[config.mk]
export PLATFORM = sky130hd
export DESIGN_NAME = relu8_pack_wr
export DESIGN_NICKNAME = d
export VERILOG_FILES = /design/src/rtl/relu8_pack_wr.sv
export SDC_FILE = /design/constraint.sdc
export NUM_CORES = 1
export LEC_CHECK = 0
export BUFFER_PORTS_ARGS = -buffer_cell sky130_fd_sc_hd__buf_2
export CORE_UTILIZATION = 30
export DETAILED_ROUTE_END_ITERATION = 8
export GPL_ROUTABILITY_DRIVEN = 0
export HOLD_SLACK_MARGIN = 0.02
export SYNTH_ARGS = -nofsm -noshare
export SYNTH_HDL_FRONTEND = slang
export SYNTH_SLANG_ARGS = --single-unit
[constraint.sdc]
create_clock -name clk_cal -period 4.4 [get_ports clk_cal]
set_clock_uncertainty 0.15 [all_clocks]
set_input_delay 0.22 -clock clk_cal [delete_from_list [all_inputs] [get_ports clk_cal]]
set_output_delay 0.22 -clock clk_cal [all_outputs]
set_load 0.03 [all_outputs]
[src/rtl/relu8_pack_wr.sv]
// relu8_pack_wr -- packs 8-lane ReLU output beats into 32-bit words and
// writes them sequentially into a feature RAM.
//
// Ports:
//   clk_cal, rst_n             clock (rising edge), async active-low reset
//   start, base_addr, word_num job launch: first address and word count
//   Relu_Dout1..8, _vld1..8    one byte per lane with per-lane valid
//   in_ready                   an 8-byte beat can be taken this cycle
//   mem_wr_en/addr/wdata       write request toward the RAM
//   mem_wr_ready               RAM accepts the request this cycle
//   busy, done, lane_err       job status; lane_err is sticky until next start
module relu8_pack_wr #(
  parameter int ADDR_W     = 12,
  parameter int FIFO_DEPTH = 4
) (
  input  logic              clk_cal,
  input  logic              rst_n,
  input  logic              start,
  input  logic [ADDR_W-1:0] base_addr,
  input  logic [ADDR_W-1:0] word_num,
  input  logic [7:0]        Relu_Dout1,
  input  logic [7:0]        Relu_Dout2,
  input  logic [7:0]        Relu_Dout3,
  input  logic [7:0]        Relu_Dout4,
  input  logic [7:0]        Relu_Dout5,
  input  logic [7:0]        Relu_Dout6,
  input  logic [7:0]        Relu_Dout7,
  input  logic [7:0]        Relu_Dout8,
  input  logic              Relu_Dout_vld1,
  input  logic              Relu_Dout_vld2,
  input  logic              Relu_Dout_vld3,
  input  logic              Relu_Dout_vld4,
  input  logic              Relu_Dout_vld5,
  input  logic              Relu_Dout_vld6,
  input  logic              Relu_Dout_vld7,
  input  logic              Relu_Dout_vld8,
  output logic              in_ready,
  output logic              mem_wr_en,
  output logic [ADDR_W-1:0] mem_addr,
  output logic [31:0]       mem_wdata,
  input  logic              mem_wr_ready,
  output logic              busy,
  output logic              done,
  output logic              lane_err
);

  localparam int PTR_W = $clog2(FIFO_DEPTH);
  localparam int CNT_W = PTR_W + 1;
  // Occupancy at or below this leaves room for a full two-word beat.
  localparam logic [CNT_W-1:0] CNT_LIM = CNT_W'(FIFO_DEPTH - 2);

  typedef enum logic [1:0] {S_IDLE, S_RUN, S_DONE} state_t;

  state_t              state_q, state_d;
  logic [ADDR_W-1:0]   addr_q, addr_d;
  logic [ADDR_W-1:0]   wnum_q, wnum_d;
  logic [ADDR_W-1:0]   push_left_q, push_left_d;
  logic [ADDR_W-1:0]   wr_cnt_q, wr_cnt_d;
  logic                lane_err_q, lane_err_d;
  logic [PTR_W-1:0]    rd_ptr_q, rd_ptr_d;
  logic [PTR_W-1:0]    wr_ptr_q, wr_ptr_d;
  logic [CNT_W-1:0]    count_q, count_d;
  logic [31:0]         fifo_q [FIFO_DEPTH];

  logic [7:0]          vld_vec;
  logic                vld_all, vld_any;
  logic                accept, push2, pop;
  logic [CNT_W-1:0]    push_n, pop_n;
  logic [31:0]         word0, word1;

  assign vld_vec = {Relu_Dout_vld8, Relu_Dout_vld7, Relu_Dout_vld6, Relu_Dout_vld5,
                    Relu_Dout_vld4, Relu_Dout_vld3, Relu_Dout_vld2, Relu_Dout_vld1};
  assign vld_all = &vld_vec;
  assign vld_any = |vld_vec;
  assign word0   = {Relu_Dout4, Relu_Dout3, Relu_Dout2, Relu_Dout1};
  assign word1   = {Relu_Dout8, Relu_Dout7, Relu_Dout6, Relu_Dout5};

  assign in_ready  = (state_q == S_RUN) && (count_q <= CNT_LIM) && (push_left_q != '0);
  assign accept    = in_ready && vld_all;
  // Upper word is only stored when at least two words are still owed.
  assign push2     = accept && (push_left_q > ADDR_W'(1));
  assign mem_wr_en = (state_q == S_RUN) && (count_q != '0);
  assign pop       = mem_wr_en && mem_wr_ready;
  assign push_n    = accept ? (push2 ? CNT_W'(2) : CNT_W'(1)) : '0;
  assign pop_n     = pop ? CNT_W'(1) : '0;

  assign mem_addr  = addr_q;
  // Gated by occupancy so the unreset storage never leaks onto the bus.
  assign mem_wdata = (count_q != '0) ? fifo_q[rd_ptr_q] : '0;
  assign busy      = (state_q != S_IDLE);
  assign done      = (state_q == S_DONE);
  assign lane_err  = lane_err_q;

  always_comb begin
    state_d     = state_q;
    addr_d      = addr_q;
    wnum_d      = wnum_q;
    push_left_d = push_left_q;
    wr_cnt_d    = wr_cnt_q;
    lane_err_d  = lane_err_q;
    rd_ptr_d    = rd_ptr_q;
    wr_ptr_d    = wr_ptr_q;
    count_d     = count_q;
    case (state_q)
      S_IDLE: begin
        if (start) begin
          addr_d      = base_addr;
          wnum_d      = word_num;
          push_left_d = word_num;
          wr_cnt_d    = '0;
          lane_err_d  = 1'b0;
          rd_ptr_d    = '0;
          wr_ptr_d    = '0;
          count_d     = '0;
          state_d     = (word_num == '0) ? S_DONE : S_RUN;
        end
      end
      S_RUN: begin
        if (vld_any && !vld_all) lane_err_d = 1'b1;
        if (accept) begin
          if (push2) begin
            wr_ptr_d    = wr_ptr_q + PTR_W'(2);
            push_left_d = push_left_q - ADDR_W'(2);
          end else begin
            wr_ptr_d    = wr_ptr_q + PTR_W'(1);
            push_left_d = push_left_q - ADDR_W'(1);
          end
        end
        if (pop) begin
          rd_ptr_d = rd_ptr_q + PTR_W'(1);
          addr_d   = addr_q + ADDR_W'(1);
          wr_cnt_d = wr_cnt_q + ADDR_W'(1);
          if ((wr_cnt_q + ADDR_W'(1)) == wnum_q) state_d = S_DONE;
        end
        count_d = count_q + push_n - pop_n;
      end
      S_DONE:  state_d = S_IDLE;
      default: state_d = S_IDLE;
    endcase
  end

  always_ff @(posedge clk_cal or negedge rst_n) begin
    if (!rst_n) begin
      state_q     <= S_IDLE;
      addr_q      <= '0;
      wnum_q      <= '0;
      push_left_q <= '0;
      wr_cnt_q    <= '0;
      lane_err_q  <= 1'b0;
      rd_ptr_q    <= '0;
      wr_ptr_q    <= '0;
      count_q     <= '0;
    end else begin
      state_q     <= state_d;
      addr_q      <= addr_d;
      wnum_q      <= wnum_d;
      push_left_q <= push_left_d;
      wr_cnt_q    <= wr_cnt_d;
      lane_err_q  <= lane_err_d;
      rd_ptr_q    <= rd_ptr_d;
      wr_ptr_q    <= wr_ptr_d;
      count_q     <= count_d;
    end
  end

  always_ff @(posedge clk_cal) begin
    if (accept) begin
      fifo_q[wr_ptr_q] <= word0;
      if (push2) fifo_q[wr_ptr_q + PTR_W'(1)] <= word1;
    end
  end

endmodule

## Word-level counts from Yosys, hierarchy flattened

Memory sizes are Yosys's and may differ from the RTL's.
Cells that the tools add are included.

| word-level totals | value |
|---|---|
| bits in registers | 58 |
| bits in writable memories | 128 |
| input bits | 100 |
| output and inout port bits | 49 |
| logic and storage cells | 86 |
| memories kept | 1 |

Memories:

| memory | depth | bits a word | read ports | clocked after Yosys merged registers in | wr ports | RTL line | RTL |
|---|---|---|---|---|---|---|---|
| fifo_q | 4 | 32 | 1 | 0 | 2 | 63 | `logic [31:0] fifo_q [FIFO_DEPTH];` |

| operators by class | value |
|---|---|
| add/subtract/negate cells | 9 |
| order comparisons | 2 |
| eq/ne operators | 8 |
| mux-type cells | 35 |
| reduce and logical (&&, ||, !) cells | 22 |

Operators by type and width:

| operator | number |
|---|---|
| 2-to-1 mux 12 bit | 7 |
| case mux 12 bit (2 select lines) | 3 |
| 2-to-1 mux 32 bit | 1 |
| adder 12 x 1 -> 12 bit, second input constant | 2 |
| 2-to-1 mux 2 bit | 10 |
| equality test 12 bit | 1 |
| > comparator 12 x 1 -> 1 bit, second input constant | 1 |
| logical NOT 12 bit | 1 |
| case mux 2 bit (2 select lines) | 3 |
| AND reduction 3 bit | 4 |
| nonzero test 12 bit | 1 |
| subtractor 12 x 1 -> 12 bit, second input constant | 1 |
| subtractor 12 x 2 -> 12 bit, second input constant | 1 |
| 2-to-1 mux 1 bit | 8 |
| AND reduction 8 bit | 1 |
| OR reduction 8 bit | 1 |
| logical AND 1 bit | 7 |
| inequality test 2 bit, second input constant | 3 |
| case mux 3 bit (2 select lines) | 1 |
| adder 2 x 1 -> 2 bit, second input constant | 2 |
| inequality test 2 x 1 -> 1 bit, second input constant | 2 |
| AND reduction 2 bit | 2 |
| nonzero test 2 bit | 2 |
| adder 3 x 2 -> 3 bit | 1 |
| other kinds (10) | 10 |

## Logic depth before layout (Yosys ltp)

Gate-level depths: netlist of the first run.

| depth | value |
|---|---|
| depth after elaboration | 10 |
| gate-level depth with buffers | 15 |
| depth with buffers taken out | 14 |

## Worst setup path before layout of the first run

OpenSTA, ideal clock, no wires.

| timing | value |
|---|---|
| kind | register to register |
| from | reg state_q[1] |
| to | reg count_q[2] |
| library setup time | 0.132 ns |
| arrival | 2.768 ns |
| required time | 4.118 ns |
| path slack | 1.349 ns |
| stages on the path, launching flop included | 13 |
| buffers on the path | 0 |
| clock period less this slack | 3.051 ns |
| cell sequence | dfrtp_1 -> nand2b_1 -> nor2_1 -> nand2_1 -> inv_1 -> ha_1 -> inv_1 -> ha_1 -> inv_1 -> fa_1 -> xor2_1 -> o211ai_1 -> o31ai_1 |

| between the ends | value |
|---|---|
| elaborated cells between the ends (all ways) | 17 |
| those cells by class | add/sub: 2; eq/ne: 2; mux: 4; reduce/logical: 9 |

RTL lines:

| what | RTL line | RTL |
|---|---|---|
| start, declared | 54 | `state_t state_q, state_d;` |
| start signal, assigned | 154 | `state_q <= state_d;` |
| equality test 2 x 1 -> 1 bit | 82 | `assign mem_wr_en = (state_q == S_RUN) && (count_q != '0);` |
| logical AND 1 bit | 82 |  |
| net mem_wr_en | 38 | `output logic mem_wr_en,` |
| logical AND 1 bit | 83 | `assign pop = mem_wr_en && mem_wr_ready;` |
| 2-to-1 mux 1 bit | 85 | `assign pop_n = pop ? CNT_W'(1) : '0;` |
| subtractor 3 x 1 -> 3 bit | 135 | `count_d = count_q + push_n - pop_n;` |
| case mux 3 bit (2 select lines) | 104 | `case (state_q)` |
| end signal, assigned | 162 | `count_q <= count_d;` |
| end, declared | 62 | `logic [CNT_W-1:0] count_q, count_d;` |

The timed path passes the listed nets, and every way through them passes these cells.
A chain may end at the register's enable or synchronous reset.

==> flow_metrics.env, run 1 <==
export IMPL_fp_dieW_um=184
export IMPL_synth_async_reset_ratio_pct=31.2
export IMPL_synth_ff_type="edfxtp_1"
export IMPL_rows=66
export IMPL_mostFrequentLayoutCell="buf_2"
export IMPL_max_cap_viol_count=0
export IMPL_rsz0062_at_grt="no"
export IMPL_die_area_um2=34000
export IMPL_status="finished, final reports clean"
export IMPL_via_per_inst=4.95
export IMPL_first_pass_iters=5
export IMPL_ys_seq_area_share_pct=53.0
export IMPL_fin_tns_setup_ns=0
export IMPL_grt_usage_pct=16.7
export IMPL_power_w=0.00673
export IMPL_diodes=0
export IMPL_slew_violations=0
export IMPL_drt_iter0_markers=457
export IMPL_worst_path_max_delay_cell="dlygate4sd3_1"
export IMPL_finalNonFillerCells=1499
export IMPL_nets=1160
export IMPL_max_freq_mhz=280
export IMPL_start_util_pct=30.6
export IMPL_required_ns=4.43
export IMPL_critPathArrivalTime_ns=3.60
export IMPL_ant_nets=0
export IMPL_grt_pass1_vias=7802
export IMPL_cp_max_fo=20
export IMPL_root_buffer="clkbuf_16"
export IMPL_timing_rr_end="fifo_q[1][0]"
export IMPL_core_um2=32600
export IMPL_hp_start="mem_wr_ready"
export IMPL_cts_tree="yes"
export IMPL_cts_buffers=17
export IMPL_fill_cells=3083
export IMPL_wl_per_cell_um=18.3
export IMPL_max_slew_margin_pct=12.8
export IMPL_crit_path_frequent_cell="nand2_2"
export IMPL_crit_family="buffers and inverters"
export IMPL_syn_area_um2=9990
export IMPL_antenna_found_initial=0
export IMPL_layout_common_cells="buf_2 (148), edfxtp_1 (128), dlygate4sd3_1 (125)"
export IMPL_drive_gt1_share_pct=33.8
export IMPL_place_area_um2=11300
export IMPL_grt_use_met2_pct=29.3
export IMPL_dp_cells=1343
export IMPL_fin_area_um2=13100
export IMPL_synthCells=776
export IMPL_synth_nets=891
export IMPL_period_minus_slack_ns=3.57
export IMPL_grt_busiest_layer="met2"
export IMPL_io_pins=149
export IMPL_hold_viol_final=0
export IMPL_dp_hpwl_um=16900
export IMPL_drc=0
export IMPL_critPathCapture="fifo_q[1][0]"
export IMPL_p_leak_nw=4.98
export IMPL_clkSinkCount=186
export IMPL_use_met3_pct=4.11
export IMPL_area_growth_syn_to_layout_pct=30.8
export IMPL_final_setup_viol_count=0
export IMPL_avgSynthCellArea_um2=12.9
export IMPL_cts_resized=0
export IMPL_grt_max_degree=37
export IMPL_p_per_area_nw_per_um2=515
export IMPL_use_met1_pct=20.4
export IMPL_synth_seq_cells=186
export IMPL_r2r_start="push_left_q[1]"
export IMPL_synth_cell_types=55
export IMPL_synth_edff_count=128
export IMPL_worst_slew_pin_slew_ns=1.30
export IMPL_path_class="reg -> reg"
export IMPL_fin_hold_ws_ns=0.0521
export IMPL_rr_worst_depth=10
export IMPL_worst_path_buf_inv=3
export IMPL_fin_crit_sh_pct=81.1
export IMPL_clk_pin_slew_ns=0.07
export IMPL_routed_wl_um=27400
export IMPL_overflow=0
export IMPL_ir_drop_mv=0.358
export IMPL_critPathLaunchType="flip-flop"
export IMPL_path_depth=10
export IMPL_via_count=7417
export IMPL_die_h_um=184
export IMPL_clk_latency_ns=0.44
export IMPL_path_cells="inv_1 -> ha_1 -> nor3b_1 -> nand4_1 -> nand2_2 -> nor2_4 -> nand2_2 -> buf_4 -> mux2_2 -> dlygate4sd3_1"
export IMPL_clk_path_buf_depth=2
export IMPL_hold_path_class="in -> reg"
export IMPL_grt_pass1_wl_um=42800
export IMPL_portBuffers=148
export IMPL_setup_worst_path_start="push_left_q[1]"
export IMPL_end_kind="flip-flop"
export IMPL_worst_path_largest_cell_delay_ns=0.56
export IMPL_ctsHtreeMaxLevel=4
export IMPL_r2r_setup_slack_ns=0.83
export IMPL_yosysWarnings=0
## routing by layer
metal	vias up	wire length, µm
met5	-	0
met4	0	270
met3	21	1620
met2	222	13500
met1	3706	12000
li1	3468	-
## worst min-delay path, cell delays in order
cell and delay [ns]:
buf_2 0.11, and3_1 0.14, o21ai_0 0.07, o31ai_1 0.06
## cells by family (layout without fill, tap and decap cells)
| group | Yosys count | in the layout | share of synthesized area (%) |
|---|---|---|---|
| AO/OA/AOI/OAI | 119 | 119 | 7.37 |
| XOR/XNOR | 22 | 22 | 1.93 |
| adder cells (fa/ha/maj) | 15 | 15 | 1.95 |
| buffers and inverters | 57 | 338 | 2.72 |
| flip-flops | 186 | 186 | 53.0 |
| multiplexers | 162 | 162 | 21.8 |
| AND/OR/NAND/NOR | 215 | 215 | 11.2 |
## synth_stat cells, types with 6 or more instances
cell type	number	area share, %
a21oi_1	35	1.8
buf_2	13	0.65
buf_4	11	0.83
clkbuf_1	17	0.64
dfrtp_1	58	15
edfxtp_1	128	38
ha_1	14	1.8
inv_1	14	0.53
mux2_1	26	2.9
mux2_2	102	12
mux4_2	32	7.2
nand2_1	67	2.5
nand2_2	6	0.38
nand2b_1	6	0.38
nand3_1	26	1.3
nand4_1	7	0.44
nor2_1	31	1.2
nor2b_1	33	2.1
nor3_1	8	0.40
nor4_1	6	0.38
o211ai_1	7	0.53
o21ai_0	32	1.6
o22ai_1	7	0.44
o31ai_1	10	0.75
xnor2_1	15	1.3
xor2_1	7	0.61
## layout make-up
cell class	count	area [µm²]	area share, %
inverters	14	52.6	0.402
flip-flops and latches	186	5300	40.5
repair buffers	293	2170	16.6
clock buffers	18	429	3.28
well taps	442	553	4.23
multi-input cells	533	4430	33.9
clock inverters	13	134	1.02
## how the worst min path moves through the flow
stage / to / slack [ns] / cells past startpoint
final: wr_cnt_q[3] / 0.05 / 4
after global routing: wr_cnt_q[3] / 0.07 / 4
after CTS: wr_cnt_q[3] / 0.03 / 4
after detailed placement: wr_cnt_q[5] / 0.25 / 1
after global placement: wr_cnt_q[5] / 0.25 / 1
after floorplan: count_q[0] / -0.23 / 0
## state kept, by name, indices dropped and copies added (netlist names)
register,flops
state_q,2
wnum_q,12
wr_cnt_q,12
fifo_q,128
mem_addr,12
wr_ptr_q,2
rd_ptr_q,2
count_q,3
push_left_q,12
lane_err,1
## power by group
group          switching (W)  leakage (nW)  internal (W)
logic                0.00180          2.85       0.00109
clock network       0.000747         0.269      0.000750
registers           0.000258          1.86       0.00208
## what timing repair did
action | 4_1_cts | 5_1_grt
hold endpoints to repair | 197 | 0
hold buffers | 125 | 0
setup buffers | 0 | 0
## through the flow
step	worst slack (ns)	util, %
2_1_floorplan	1.35	-
3_3_place_gp	1.24	34.5
3_5_place_dp	1.23	34.5
4_1_cts	0.858	40.1
5_1_grt	0.712	40.1
6_report	0.834	40.1
Power figures use the tool's default switching activity.
==> run 2, diff against run 1 <==
==> constraint.sdc (replaced) <==
create_clock -name clk_cal -period 3.05 [get_ports clk_cal]
set_clock_uncertainty 0.15 [all_clocks]
set_input_delay 0.1525 -clock clk_cal [delete_from_list [all_inputs] [get_ports clk_cal]]
set_output_delay 0.1525 -clock clk_cal [all_outputs]
set_load 0.03 [all_outputs]
==> run 2 against run 1 <==
Compared with the run above:
- final cell count fell by 1.1%
- sequential share of layout area up 0.17 points
- critical path depth grew 2
- setup slack got worse by 0.66 ns
- design area fell by 0.42%
- register-to-register slack lost 0.66 ns
- largest cell class unchanged
- highest routed layer unchanged
==> flow_metrics.env, run 2 (synthesis results as in run 1) <==
export IMPL_overflow=0
export IMPL_worst_slew_pin_slew_ns=0.710
export IMPL_grt_pass1_vias=7524
export IMPL_critPathLaunchType="flip-flop"
export IMPL_required_ns=3.22
export IMPL_setup_slack_ns=0.169
export IMPL_hold_viol_final=0
export IMPL_ant_nets=0
export IMPL_worst_path_largest_cell_delay_ns=0.45
export IMPL_timing_rr_end="count_q[2]"
export IMPL_wl_per_cell_um=18.4
export IMPL_root_buffer="clkbuf_16"
export IMPL_grt_max_degree=33
export IMPL_die_h_um=184
export IMPL_dp_hpwl_um=16700
export IMPL_portBuffers=148
export IMPL_diodes=0
export IMPL_core_um2=32600
export IMPL_dp_cells=1349
export IMPL_fin_crit_sh_pct=94.5
export IMPL_rows=66
export IMPL_rr_worst_depth=12
export IMPL_cts_tree="yes"
export IMPL_routed_wl_um=27200
export IMPL_drt_iter0_markers=425
export IMPL_r2r_setup_slack_ns=0.17
export IMPL_mostFrequentLayoutCell="buf_2"
export IMPL_ctsHtreeMaxLevel=4
export IMPL_worst_path_max_delay_cell="dfrtp_1"
export IMPL_cp_max_fo=6
export IMPL_hold_path_class="in -> async"
export IMPL_fin_tns_setup_ns=0
export IMPL_fp_dieW_um=184
export IMPL_crit_family="simple AND/OR/NAND/NOR gates"
export IMPL_area_growth_syn_to_layout_pct=30.3
export IMPL_p_per_area_nw_per_um2=761
export IMPL_p_leak_nw=4.99
export IMPL_clk_pin_slew_ns=0.08
export IMPL_end_kind="flip-flop"
export IMPL_max_cap_viol_count=0
export IMPL_grt_pass1_wl_um=42200
export IMPL_critPathArrivalTime_ns=3.05
export IMPL_clk_latency_ns=0.44
export IMPL_largest_register_ff_count=128
export IMPL_r2r_start="push_left_q[4]"
export IMPL_max_slew_margin_pct=52.7
export IMPL_clkSinkCount=186
export IMPL_status="finished, final reports clean"
export IMPL_ir_drop_mv=0.568
export IMPL_path_class="reg -> reg"
export IMPL_first_pass_iters=7
export IMPL_path_cells="nor3_1 -> nand2_1 -> nor3_2 -> nand2_1 -> ha_1 -> inv_1 -> ha_1 -> inv_1 -> fa_1 -> xor2_1 -> o211ai_1 -> o31ai_1"
export IMPL_dp_slack_ns=0.134
export IMPL_nets=1142
export IMPL_die_area_um2=34000
export IMPL_grt_usage_pct=16.4
export IMPL_via_per_inst=4.95
export IMPL_slew_violations=0
export IMPL_worst_path_buf_inv=2
export IMPL_largest_register="fifo_q"
export IMPL_io_pins=149
export IMPL_antenna_found_initial=0
export IMPL_layout_common_cells="buf_2 (148), edfxtp_1 (128), mux2_2 (102)"
export IMPL_via_count=7335
export IMPL_max_freq_mhz=347
export IMPL_finalNonFillerCells=1482
export IMPL_start_util_pct=30.6
export IMPL_rsz0062_at_grt="no"
export IMPL_fin_hold_ws_ns=0.150
export IMPL_drive_gt1_share_pct=35.6
export IMPL_clk_path_buf_depth=2
export IMPL_cts_buffers=17
export IMPL_period_minus_slack_ns=2.88
export IMPL_final_setup_viol_count=0
export IMPL_drc=0
-- run 2: cell types whose count changed in the layout (fill, tap and decap cells not counted), sizes merged --
cell	change
bufinv	+1
dlygate4sd3	-26
inv	-1
buf	+8
clkinvlp	-2
clkinv	+4
clkbuf	-1
-- run 2: power breakdown --
group          internal [W]  switching [W]  leakage (nW)  total (W)
clock               0.00118        0.00113         0.295    0.00231
combinational       0.00161        0.00259          2.83    0.00420
sequential          0.00301       0.000379          1.86    0.00338
-- run 2: repair_timing --
item / 4_1_cts / 5_1_grt
buffers inserted: 0 / 2
gates resized for setup: 0 / 7
hold endpoints to repair: 195 / 0
endpoints found under the setup margin: 0 / 2
hold buffers: 99 / 0
-- run 2: cell type report --
| type | instances | area [µm²] |
|---|---|---|
| fill | 3115 | 19600 |
| sequential | 186 | 5300 |
| multi-input combinational | 533 | 4470 |
| timing repair buffer | 275 | 2030 |
| tap | 442 | 553 |
| clock buffer | 17 | 425 |
| clock inverter | 15 | 180 |
| inverter | 14 | 52.6 |
-- run 2: metrics by stage --
stage	util [%]	area, µm²	total power (W)
finish	39.9	13000	0.00990
global route	39.9	13000	0.0105
CTS	39.7	13000	0.00996
detailed placement	34.8	11400	0.00755
global placement	34.8	11400	0.00752
floorplan	-	9990	0.00623
-- run 2: worst max path at each step --
| stage | start | to | depth (start not counted) |
|---|---|---|---|
| 6_report | push_left_q[4] | count_q[2] | 12 |
| 5_1_grt | push_left_q[0] | count_q[2] | 13 |
| 4_1_cts | push_left_q[1] | count_q[2] | 14 |
| 3_5_place_dp | push_left_q[1] | count_q[2] | 14 |
| 3_3_place_gp | push_left_q[1] | count_q[2] | 14 |
| 2_1_floorplan | count_q[0] | count_q[2] | 12 |
-- run 2: metal layers --
metal	up-vias	routed length, µm	global-route usage, %
li1	3443	-	-
met1	3637	12100	21.0
met2	230	13200	27.7
met3	25	1580	3.87
met4	0	327	3.93
met5	-	0	0
